==> src/rtl/dff_arb_pkg.sv <==
// Shared types and default parameters for the dff write arbiter.
//   state_t      : sequencer states (IDLE / WRITE / VERIFY)
//   DEF_NUM_REQ  : default number of requesters
//   DEF_WIDTH    : default dff data width
//   DEF_CNT_W    : default width of the saturating statistics counters
package dff_arb_pkg;

  typedef enum logic [1:0] {
    IDLE   = 2'd0,
    WRITE  = 2'd1,
    VERIFY = 2'd2
  } state_t;

  localparam int DEF_NUM_REQ = 4;
  localparam int DEF_WIDTH   = 4;
  localparam int DEF_CNT_W   = 8;

endpackage

==> src/rtl/rr_pick.sv <==
// Combinational round-robin selector.
// Ports:
//   i_req    : request vector
//   i_last   : index of the previous winner; search starts at i_last+1
//   o_winner : first set request bit searching upward with wrap
//   o_valid  : at least one request is set (o_winner meaningful)
module rr_pick
  import dff_arb_pkg::*;
#(
  parameter int NUM_REQ = DEF_NUM_REQ,
  parameter int IDX_W   = $clog2(NUM_REQ)
) (
  input  logic [NUM_REQ-1:0] i_req,
  input  logic [IDX_W-1:0]   i_last,
  output logic [IDX_W-1:0]   o_winner,
  output logic               o_valid
);

  logic             w_found;
  logic [IDX_W-1:0] w_idx;

  // Walk the candidates in priority order; the first hit wins.
  always_comb begin
    o_winner = '0;
    w_found  = 1'b0;
    w_idx    = '0;
    for (int k = 1; k <= NUM_REQ; k++) begin
      w_idx = IDX_W'((int'(i_last) + k) % NUM_REQ);
      if (!w_found && i_req[w_idx]) begin
        w_found  = 1'b1;
        o_winner = w_idx;
      end
    end
  end

  assign o_valid = |i_req;

endmodule

==> src/rtl/dff_wr_arbiter.sv <==
// Round-robin write arbiter and write/read-back sequencer for a shared dff.
// Ports:
//   clk, reset : system clock (rising edge), async active-high reset
//   req        : per-requester level request, held until done
//   wdata      : packed write data, requester i at [i*WIDTH +: WIDTH]
//   gnt        : one-hot grant, high during WRITE and VERIFY
//   done       : high for the VERIFY cycle of each transaction
//   err        : read-back mismatch, meaningful only with done
//   d_out      : drives dff d; changes only at a grant edge
//   q_in       : dff q
//   busy       : sequencer not idle
//   wr_cnt     : completed transactions, saturating
//   err_cnt    : transactions with err, saturating
//
// state  | meaning
// IDLE   | waiting for any request; winner latched on the edge leaving
// WRITE  | dff captures d_out at the end of this cycle
// VERIFY | q_in compared with d_out; done/err valid; counters update
module dff_wr_arbiter
  import dff_arb_pkg::*;
#(
  parameter int NUM_REQ = DEF_NUM_REQ,
  parameter int WIDTH   = DEF_WIDTH,
  parameter int CNT_W   = DEF_CNT_W
) (
  input  logic                     clk,
  input  logic                     reset,
  input  logic [NUM_REQ-1:0]       req,
  input  logic [NUM_REQ*WIDTH-1:0] wdata,
  output logic [NUM_REQ-1:0]       gnt,
  output logic                     done,
  output logic                     err,
  output logic [WIDTH-1:0]         d_out,
  input  logic [WIDTH-1:0]         q_in,
  output logic                     busy,
  output logic [CNT_W-1:0]         wr_cnt,
  output logic [CNT_W-1:0]         err_cnt
);

  localparam int IDX_W = $clog2(NUM_REQ);

  state_t             r_state;
  state_t             w_state_nxt;
  logic [NUM_REQ-1:0] r_gnt;
  logic [IDX_W-1:0]   r_last;
  logic [IDX_W-1:0]   r_win;
  logic [WIDTH-1:0]   r_d_out;
  logic [CNT_W-1:0]   r_wr_cnt;
  logic [CNT_W-1:0]   r_err_cnt;
  logic [IDX_W-1:0]   w_winner;
  logic               w_valid;
  logic               w_done;
  logic               w_err;
  logic               w_busy;

  rr_pick #(
    .NUM_REQ (NUM_REQ),
    .IDX_W   (IDX_W)
  ) u_pick (
    .i_req    (req),
    .i_last   (r_last),
    .o_winner (w_winner),
    .o_valid  (w_valid)
  );

  always_ff @(posedge clk or posedge reset) begin
    if (reset) r_state <= IDLE;
    else       r_state <= w_state_nxt;
  end

  always_comb begin
    w_state_nxt = r_state;
    w_done      = 1'b0;
    w_err       = 1'b0;
    w_busy      = (r_state != IDLE);
    case (r_state)
      IDLE:    if (w_valid) w_state_nxt = WRITE;
      WRITE:   w_state_nxt = VERIFY;
      VERIFY: begin
        w_done      = 1'b1;
        w_err       = (q_in != r_d_out);
        w_state_nxt = IDLE;
      end
      default: w_state_nxt = IDLE;
    endcase
  end

  // Hold register, grant and statistics. d_out is only reloaded on a grant
  // so the dff keeps its contents between transactions.
  always_ff @(posedge clk or posedge reset) begin
    if (reset) begin
      r_gnt     <= '0;
      r_win     <= '0;
      r_last    <= IDX_W'(NUM_REQ - 1);
      r_d_out   <= '0;
      r_wr_cnt  <= '0;
      r_err_cnt <= '0;
    end else begin
      case (r_state)
        IDLE: begin
          if (w_valid) begin
            r_gnt   <= NUM_REQ'(1) << w_winner;
            r_win   <= w_winner;
            r_d_out <= wdata[w_winner*WIDTH +: WIDTH];
          end
        end
        VERIFY: begin
          r_last <= r_win;
          r_gnt  <= '0;
          if (r_wr_cnt != '1) r_wr_cnt <= r_wr_cnt + CNT_W'(1);
          if (w_err && (r_err_cnt != '1)) r_err_cnt <= r_err_cnt + CNT_W'(1);
        end
        default: ;
      endcase
    end
  end

  assign gnt     = r_gnt;
  assign done    = w_done;
  assign err     = w_err;
  assign d_out   = r_d_out;
  assign busy    = w_busy;
  assign wr_cnt  = r_wr_cnt;
  assign err_cnt = r_err_cnt;

endmodule

==> config.mk <==
export PLATFORM = sky130hd
export DESIGN_NAME = dff_wr_arbiter
export DESIGN_NICKNAME = d
export VERILOG_FILES = /design/src/rtl/dff_arb_pkg.sv /design/src/rtl/rr_pick.sv /design/src/rtl/dff_wr_arbiter.sv
export SDC_FILE = /design/constraint.sdc
export NUM_CORES = 1
export LEC_CHECK = 0
export BUFFER_PORTS_ARGS = -buffer_cell sky130_fd_sc_hd__buf_2
export CORE_ASPECT_RATIO = 0.9
export CORE_UTILIZATION = 44
export DETAILED_ROUTE_END_ITERATION = 6
export PLACE_DENSITY = 0.75
export REMOVE_ABC_BUFFERS = 1
export SYNTH_ARGS = -nofsm -noshare
export SYNTH_HDL_FRONTEND = slang
export SYNTH_SLANG_ARGS = --single-unit
==> constraint.sdc <==
create_clock -name clk -period 1.8 [get_ports clk]
set_input_delay 0 -clock clk [delete_from_list [all_inputs] [get_ports clk]]
set_output_delay 0 -clock clk [all_outputs]
set_load 0.005 [all_outputs]
==> results.json, run 1 <==
{
  "min_period_ps": 1790,
  "hold_class": "primary input to register",
  "cts_buffers": 5,
  "drive_gt1_share_pct": 44.8,
  "vdd_drop_max_v": 0.000745,
  "post-place-ws_ps": -79.7,
  "grt_setup_unrepaired": "yes",
  "clkPwrFrac_pct": 15.5,
  "startpoint_type": "register",
  "grt_pass1_vias": 1331,
  "maxCapViolations": 0,
  "ys_seq_elements": 30,
  "synth_ff_type": "dfrtp_1",
  "portBuffers": 52,
  "routabilityCongestion": 0.880,
  "seq_area_frac_synth_pct": 49.5,
  "synth_top_area_share_pct": 46.1,
  "grt_overflow": 0,
  "drtPass1Iterations": 4,
  "status": "finished, final reports clean",
  "seq_power_share_pct": 36.2,
  "setup_violations": 0,
  "end_kind": "register",
  "tightest_slew_ps": 446,
  "die_h_um": 57.8,
  "via_per_inst": 5.36,
  "vias": 1350,
  "cts_buffer_depth": 2,
  "wirelength_mm": 3.69,
  "p_sw_share_pct": 38.7,
  "grt_pass1_wl_mm": 5.78,
  "netlist_area_sq_mm": 0.00152,
  "wl_per_cell_um": 14.6,
  "avgSynthCellArea_sq_um": 10.9,
  "fillers": 233,
  "clock_sinks": 30,
  "synth-edff-count": 0,
  "final_util_pct": 67.3,
  "synth_area_leaders": "dfrtp_1, xnor2_1, nand2_1",
  "share_comb_of_total_power_pct": 48.2,
  "max_stage_delay_ps": 580,
  "critical_path_required_ps": 1960,
  "root_buffer": "clkbuf_8",
  "grt_max_degree": 31,
  "max_slew_margin_pct": 70.2,
  "clkSlewWorstSetupHoldPaths_ps": 60,
  "path_cells": "nand2b_4 -> a21oi_2 -> or3_4 -> a2111oi_4 -> a211oi_2",
  "area_delta_synth_final_pct": 40.0,
  "grt_antenna_before_repair": 0,
  "io_pins": 53,
  "first_iter_violations": 43,
  "arrival_ps": 1950,
  "multiInputGateArea_sq_um": 863,
  "nNetsFinal": 237,
  "cts_tree": "done",
  "syn_inst": 140,
  "num_rows": 19,
  "clock.fmax_mhz": 558,
  "synthArstFlopShare_pct": 100,
  "initial_core_util_pct": 48.1,
  "crit_family": "simple AND/OR/NAND/NOR gates",
  "finClkSkew_ps": 5.62,
  "slew_violations": 0,
  "hpwl_mm": 2.59,
  "cp_max_fo": 7,
  "route.detailed.drc": 0,
  "ff_latch_area_sq_um": 753,
  "synth_cell_types": 36,
  "grt_util_all_layers_pct": 21.2,
  "p_per_area_mw_per_mm2": 1570,
  "criticalPathCategory": "register to register",
  "p_sw_mw": 1.29,
  "ant_nets": 0,
  "die_w_um": 64.0,
  "clk_latency_ps": 280,
  "synth.largest_area_cell": "dfrtp_1",
  "h-tree-depth": 2,
  "synthesis.yosys.warnings": 0,
  "worst-path-buf-inv": 0,
  "setup_slack_ps": 7.03,
  "core-area_sq_mm": 0.00316,
  "cpMaxStageDelayCell": "dfstp_2",
  "finalHoldViolations": 0,
  "insertedDiodeCount": 0,
  "internal_power_mw": 2.05,
  "power.leakage_nw": 1.01,
  "final.period_utilization_pct": 99.6,
  "dieArea_sq_mm": 0.00369
}
kinds of logic (layout without fill, tap and decap cells):
family / Yosys count / after routing / synth area share (%)
AO/OA/AOI/OAI: 23 / 23 / 12.5
XOR/XNOR: 18 / 18 / 10.4
adder cells (fa/ha/maj): 2 / 2 / 1.65
buffers and inverters: 8 / 78 / 2.55
flip-flops: 30 / 30 / 49.5
multiplexers: 8 / 8 / 5.60
AND/OR/NAND/NOR: 51 / 51 / 17.8
worst paths after layout:
kind | startpoint | to | slack, ps | cells after the start
setup / recovery | r_last[1] | d_out[3] | 7 | 5
hold / removal | wdata[13] | d_out[1] | 70 | 3
setup reg to reg | r_last[1] | d_out[3] | 7 | 5
hold reg to reg | r_state[1] | r_state[1] | 450 | 1
max in group asynchronous | reset | r_last[1] | 1160 | 4
min in group asynchronous | reset | err_cnt[3] | 320 | 4
cell type report:
| class | instances | area share (%) |
|---|---|---|
| multi-input cells | 102 | 40.6 |
| flip-flops and latches | 30 | 35.4 |
| repair buffers | 65 | 16.9 |
| clock buffers | 8 | 3.76 |
| well taps | 42 | 2.47 |
| inverters | 5 | 0.882 |
flip-flops by register name (all words and copies together), names as in the netlist:
signal / count
d_out: 4
err_cnt: 8
gnt: 4
r_last: 2
r_state: 2
r_win: 2
wr_cnt: 8
cell usage in the layout, fill, tap and decap left out, types with 5 or more instances in the layout:
master,count
buf_2,52
buf_4,12
clkbuf_8,5
dfrtp_1,28
inv_1,5
nand2_1,15
nor2_1,10
xnor2_1,14
cell usage after synthesis, types with 3 or more instances:
| cell type | count |
|---|---|
| a2111oi_0 | 4 |
| a211oi_1 | 4 |
| nand2_1 | 15 |
| nand3_1 | 3 |
| mux2_2 | 4 |
| xor2_1 | 4 |
| xnor2_1 | 14 |
| dfrtp_1 | 28 |
| a32o_1 | 4 |
| nor2_1 | 10 |
| nand2b_1 | 3 |
| nor3_1 | 4 |
| nand4_1 | 3 |
| mux2i_1 | 4 |
| inv_1 | 5 |
power by group through the flow:
stage / registers, mW / logic, mW / clock network (mW)
global placement: 1.20 / 1.29 / 0
finish: 1.21 / 1.61 / 0.520
global route: 1.25 / 1.77 / 0.561
detailed placement: 1.22 / 1.33 / 0
floorplan: 1.19 / 0.766 / 0
CTS: 1.21 / 1.37 / 0.532
what timing repair did:
| action | in CTS | in global routing |
|---|---|---|
| hold endpoints to repair | 28 | 0 |
| pin swaps | 0 | 12 |
| hold buffers | 1 | 0 |
| setup buffers | 0 | 2 |
| endpoints found under the setup margin | 4 | 7 |
| gates cloned | 0 | 0 |
| resized for setup | 4 | 19 |
layer usage:
layer | vias to the layer above | wire length, um | track usage [%]
li1 | 643 | - | -
met1 | 655 | 1530 | 25.6
met2 | 42 | 1850 | 33.3
met3 | 10 | 205 | 7.87
met4 | 0 | 97 | 11.0
met5 | - | 0 | 0
through the flow:
step	setup TNS [ps]	power [mW]	instance area, sq um	cells	hold WS (ps)
6_report	0	3.35	2130	252	74.1
5_1_grt	-128	3.58	2130	252	72.2
4_1_cts	-94.2	3.11	1990	250	55.1
3_5_place_dp	-199	2.55	1890	241	91.6
3_3_place_gp	0	2.48	1890	241	87.0
2_1_floorplan	-113	1.96	1500	137	89.3
worst reg2reg max path: cells and delay by family, from the launching register on:
family / cells / cell delay [ps]
AO/OA/AOI/OAI: 3 / 480
flip-flops: 1 / 580
AND/OR/NAND/NOR: 2 / 600
Note: power is estimated with default switching activity, not from simulation.
==> run 2: changes to the inputs <==
--- a/config.mk
+++ b/config.mk
@@ -9,8 +9,10 @@
 export CORE_ASPECT_RATIO = 0.9
 export CORE_UTILIZATION = 44
 export DETAILED_ROUTE_END_ITERATION = 6
+export MAX_ROUTING_LAYER = met4
 export PLACE_DENSITY = 0.75
 export REMOVE_ABC_BUFFERS = 1
+export SKIP_LAST_GASP = 1
 export SYNTH_ARGS = -nofsm -noshare
 export SYNTH_HDL_FRONTEND = slang
 export SYNTH_SLANG_ARGS = --single-unit
==> run 2 against run 1 <==
The flow now finishes with violations (negative setup slack). Hold slack improved by 2.8 ps. Clock-buffer cell count decreased by 2. Register-to-register slack worse by 20 ps. Via count up 1.1%. First-iteration DRC count grew 12%. Setup slack worse by 21 ps. Maximum frequency down 1.2%. Final area increased by 0.41%. Wire length is 0.38% higher. Power grew 1.2%.
==> results.json, run 2 (synthesis results as in run 1) <==
{
  "cpMaxStageDelayCell": "dfstp_2",
  "max_stage_delay_ps": 580,
  "core-area_sq_mm": 0.00316,
  "clock.fmax_mhz": 551,
  "cp_max_fo": 7,
  "final.period_utilization_pct": 101,
  "root_buffer": "clkbuf_8",
  "finalHoldViolations": 0,
  "violations": "negative setup slack",
  "placed_area_sq_mm": 0.00189,
  "fin_setup_tns_ps": -27.4,
  "dieArea_sq_mm": 0.00369,
  "min_period_ps": 1810,
  "fillers": 249,
  "end_kind": "register",
  "criticalPathCategory": "register to register",
  "num_rows": 19,
  "grt_antenna_before_repair": 0,
  "setup_violations": 2,
  "clkSlewWorstSetupHoldPaths_ps": 70,
  "maxCapViolations": 0,
  "max_slew_margin_pct": 69.3,
  "ant_nets": 0,
  "nNetsFinal": 238,
  "whs_ps": 76.9,
  "slew_violations": 0,
  "vdd_drop_max_v": 0.000972,
  "grt_max_degree": 31,
  "grt_overflow": 0,
  "path_cells": "nand2_1 -> a21oi_2 -> buf_4 -> nor3_4 -> buf_4 -> buf_4 -> buf_4 -> a32o_1",
  "drtPass1Iterations": 4,
  "clk_latency_ps": 280,
  "final_area_sq_mm": 0.00214,
  "insertedDiodeCount": 0,
  "die_h_um": 57.8,
  "io_pins": 53,
  "reg2reg_setup_slack_ps": -10,
  "route.detailed.drc": 0,
  "wirelength_mm": 3.70,
  "cts_buffer_depth": 2,
  "die_w_um": 64.0,
  "first_iter_violations": 48,
  "critPathMostFrequentCell": "buf_4",
  "finClkSkew_ps": 2.73,
  "area_delta_synth_final_pct": 40.6,
  "grt_pass1_vias": 1308,
  "critical_path_required_ps": 1970,
  "cts_tree": "done",
  "final_common_cell": "buf_2",
  "vias": 1365,
  "cts_buffers": 5,
  "final_cell_mix": "buf_2, dfrtp_1, nand2_1",
  "drive_gt1_share_pct": 45.0,
  "setup_slack_ps": -14.4,
  "post-place-ws_ps": -77.4,
  "portBuffers": 52,
  "routabilityCongestion": 0.883,
  "arrival_ps": 1990,
  "hpwl_mm": 2.59,
  "initial_core_util_pct": 48.1,
  "power.leakage_nw": 1.02,
  "h-tree-depth": 2,
  "grt_setup_unrepaired": "yes",
  "grt_util_all_layers_pct": 21.9,
  "clock_sinks": 30,
  "tightest_slew_ps": 460,
  "wl_per_cell_um": 14.6,
  "status": "finished with violations",
  "hold_class": "primary input to register",
  "via_per_inst": 5.40,
  "p_per_area_mw_per_mm2": 1590,
  "startpoint_type": "register",
  "grt_pass1_wl_mm": 5.91
}
-- run 2: changes by cell type in the layout (fill, tap and decap cells not counted) --
cell / delta
mux2i_2: -1
clkinv_2: +1
buf_4: +1
clkbuf_1: -3
mux2i_1: +1
clkinvlp_4: +1
a211oi_1: +2
clkbuf_8: +1
a211oi_2: -2
-- run 2: what timing repair did --
item | CTS | global route
gates resized for setup | 5 | 15
pin swaps | 0 | 9
hold buffers | 1 | 0
endpoints found under the setup margin | 4 | 6
buffers inserted | 0 | 3
hold endpoints to repair | 28 | 0
-- run 2: power breakdown --
group / total [mW] / switching [mW] / internal [mW] / leakage (nW)
registers: 1.21 / 0.253 / 0.957 / 0.373
clock network: 0.572 / 0.266 / 0.307 / 0.0472
logic: 1.61 / 0.791 / 0.815 / 0.603
total: 3.39 / 1.31 / 2.08 / 1.02
-- run 2: critical path, delay by kind of cell, from the launching register on --
kind / cells / cell delay, ps
simple gates: 2 / 160
buf+inv: 4 / 580
compound gates: 2 / 380
flops: 1 / 580
-- run 2: final cells by class --
type,count,area (sq um),share of cell area [%]
inverters,5,18.8,0.878
clock buffers,6,82.6,3.86
repair buffers,66,368,17.2
well taps,42,52.6,2.46
flip-flops and latches,30,753,35.2
multi-input cells,102,850,39.8
clock inverters,2,12.5,0.585
-- run 2: final timing paths --
path	from	to	cells after the start
worst min register to register	r_state[1]	r_state[1]	1
min in group asynchronous	reset	err_cnt[1]	4
worst max register to register	r_last[1]	gnt[0]	8
worst min-delay path	wdata[7]	d_out[3]	3
max in group asynchronous	reset	r_last[1]	4
worst max-delay path	r_last[1]	gnt[0]	8
-- run 2: layer usage --
layer / track usage [%] / part of all wire, %
met5: - / 0
met4: 7.79 / 1.8
met3: 7.28 / 6.6
met2: 33.6 / 47
met1: 27.2 / 45
-- run 2: through the flow --
step	instances	util, %	total power, mW
2_1_floorplan	137	-	1.96
3_3_place_gp	241	59.7	2.48
3_5_place_dp	241	59.7	2.54
4_1_cts	250	63.4	3.14
5_1_grt	253	67.6	3.61
6_report	253	67.6	3.39
==> run 3: changes to the inputs <==
--- a/config.mk
+++ b/config.mk
@@ -7,10 +7,10 @@
 export LEC_CHECK = 0
 export BUFFER_PORTS_ARGS = -buffer_cell sky130_fd_sc_hd__buf_2
 export CORE_ASPECT_RATIO = 0.9
-export CORE_UTILIZATION = 44
+export CORE_UTILIZATION = 43
 export DETAILED_ROUTE_END_ITERATION = 6
 export MAX_ROUTING_LAYER = met4
-export PLACE_DENSITY = 0.75
+export PLACE_DENSITY = 0.73
 export REMOVE_ABC_BUFFERS = 1
 export SKIP_LAST_GASP = 1
 export SYNTH_ARGS = -nofsm -noshare
==> run 3 against run 2 <==
The flow still finishes with violations (negative setup slack). Combinational power is 12% lower. Maximum frequency is 0.28% higher. Clock-buffer cell count is 1 higher. Sequential power hardly changed. Cell count stayed put. Utilization is 7.6 points lower. Power is 7.1% lower. Die area is 2.3% higher. Global-route usage is 1.1 points lower. Hold slack worse by 6.5 ps. Critical path type unchanged.
==> results.json, run 3 (synthesis results as in run 1) <==
{
  "drtPass1Iterations": 4,
  "max_stage_delay_ps": 550,
  "grt_pass1_vias": 1272,
  "slew_violations": 0,
  "vias": 1304,
  "core-area_sq_mm": 0.00338,
  "criticalPathCategory": "register to register",
  "arrival_ps": 1960,
  "die_h_um": 58.4,
  "h-tree-depth": 2,
  "power.leakage_nw": 0.999,
  "p_sw_share_pct": 36.8,
  "die_w_um": 64.7,
  "internal_power_mw": 1.99,
  "grt_antenna_before_repair": 0,
  "dieArea_sq_mm": 0.00378,
  "vdd_drop_max_v": 0.000681,
  "end_kind": "register",
  "fin_total_pwr_mw": 3.15,
  "wl_per_cell_um": 13.7,
  "finalHoldViolations": 0,
  "critical_path_required_ps": 1950,
  "clkSlewWorstSetupHoldPaths_ps": 60,
  "tightest_slew_ps": 365,
  "initial_core_util_pct": 45.0,
  "p_sw_mw": 1.16,
  "placed_area_sq_mm": 0.00189,
  "reg2reg_setup_slack_ps": -9,
  "cts_buffers": 5,
  "finClkSkew_ps": 7.65,
  "drive_gt1_share_pct": 40.7,
  "clk_latency_ps": 280,
  "final.period_utilization_pct": 101,
  "grt_overflow": 0,
  "dpl.cell_count": 243,
  "grt_setup_unrepaired": "yes",
  "min_period_ps": 1810,
  "maxCapViolations": 0,
  "p_per_area_mw_per_mm2": 1550,
  "setup_violations": 1,
  "cts_tree": "done",
  "via_per_inst": 5.15,
  "clkPwrFrac_pct": 17.1,
  "io_pins": 53,
  "ant_nets": 0,
  "clock.fmax_mhz": 553,
  "clock_sinks": 30,
  "share_comb_of_total_power_pct": 44.7,
  "area_delta_synth_final_pct": 33.3,
  "cpMaxStageDelayCell": "dfstp_2",
  "insertedDiodeCount": 0,
  "worst-path-buf-inv": 0,
  "hpwl_mm": 2.67,
  "final_util_pct": 60.0,
  "final_area_sq_mm": 0.00203,
  "nNetsFinal": 237,
  "max_slew_margin_pct": 75.0,
  "layout.cells.non_filler": 253,
  "startpoint_type": "register",
  "violations": "negative setup slack",
  "cp_max_fo": 6,
  "hold_class": "primary input to register",
  "final_common_cell": "buf_2",
  "status": "finished with violations",
  "portBuffers": 52,
  "grt_pass1_wl_mm": 5.62,
  "cts_buffer_depth": 2,
  "root_buffer": "clkbuf_8",
  "seq_power_share_pct": 38.2,
  "num_rows": 20,
  "route.detailed.drc": 0,
  "final_cell_mix": "buf_2, dfrtp_1, nand2_1",
  "wirelength_mm": 3.47,
  "setup_slack_ps": -9.32,
  "crit_family": "compound AO/OA/AOI/OAI gates",
  "path_cells": "a21bo_1 -> a21oi_2 -> or3_4 -> a2111oi_0 -> a211oi_1",
  "routabilityCongestion": 0.802,
  "grt_max_degree": 31,
  "first_iter_violations": 98,
  "grt_util_all_layers_pct": 20.8
}
## run 3: changes by cell type in the layout (fill, tap and decap cells not counted), sizes merged
cell and delta:
buf -1, clkbuf +1, clkinvlp -1, clkinv -1
## run 3: power by group through the flow
stage                     Sequential (mW)  Combinational, mW  Clock (mW)
after floorplan                      1.19              0.766           0
after global placement               1.19               1.31           0
after detailed placement             1.21               1.35           0
after CTS                            1.20               1.39       0.558
after global routing                 1.24               1.56       0.588
final                                1.20               1.41       0.537
## run 3: metal layers
layer,up-vias,routed length [um],global-route usage [%]
li1,641,-,-
met1,621,1510,23.5
met2,38,1730,34.0
met3,4,193,8.33
met4,0,29,6.67
met5,-,0,-
## run 3: what timing repair did
| action | CTS | global route |
|---|---|---|
| hold endpoints to repair | 28 | 0 |
| buffers inserted | 2 | 0 |
| setup endpoints to repair | 2 | 5 |
| hold buffers | 1 | 0 |
| pin swaps | 1 | 0 |
| resized for setup | 1 | 6 |
## run 3: final timing paths
kind                                 start    endpoint  cells past startpoint
worst min register to register  r_state[1]  r_state[1]                      1
worst min-delay path              wdata[6]    d_out[2]                      3
min in group asynchronous            reset   wr_cnt[5]                      4
max in group asynchronous            reset   r_last[1]                      4
worst max register to register   r_last[1]    d_out[3]                      5
worst max-delay path             r_last[1]    d_out[3]                      5
## run 3: cell type report
type | count | area [sq um]
tap | 44 | 55.1
timing repair buffer | 65 | 360
clock buffer | 7 | 86.3
fill | 294 | 1350
inverter | 5 | 18.8
sequential | 30 | 753
multi-input combinational | 102 | 752
## run 3: metrics by stage
stage                     hold WS, ps  setup WS, ps  setup TNS, ps
after floorplan                  89.3         -86.9           -113
after global placement           82.6          18.1              0
after detailed placement         96.4         -22.4          -22.4
after CTS                        66.2         -3.18          -5.51
after global routing             77.4         -91.7           -259
final                            70.4         -9.32          -9.32
## run 3: tightest hold or removal path, cell delays in order
cell and delay [ps]:
buf_2 100, mux2i_1 130, a211oi_1 90
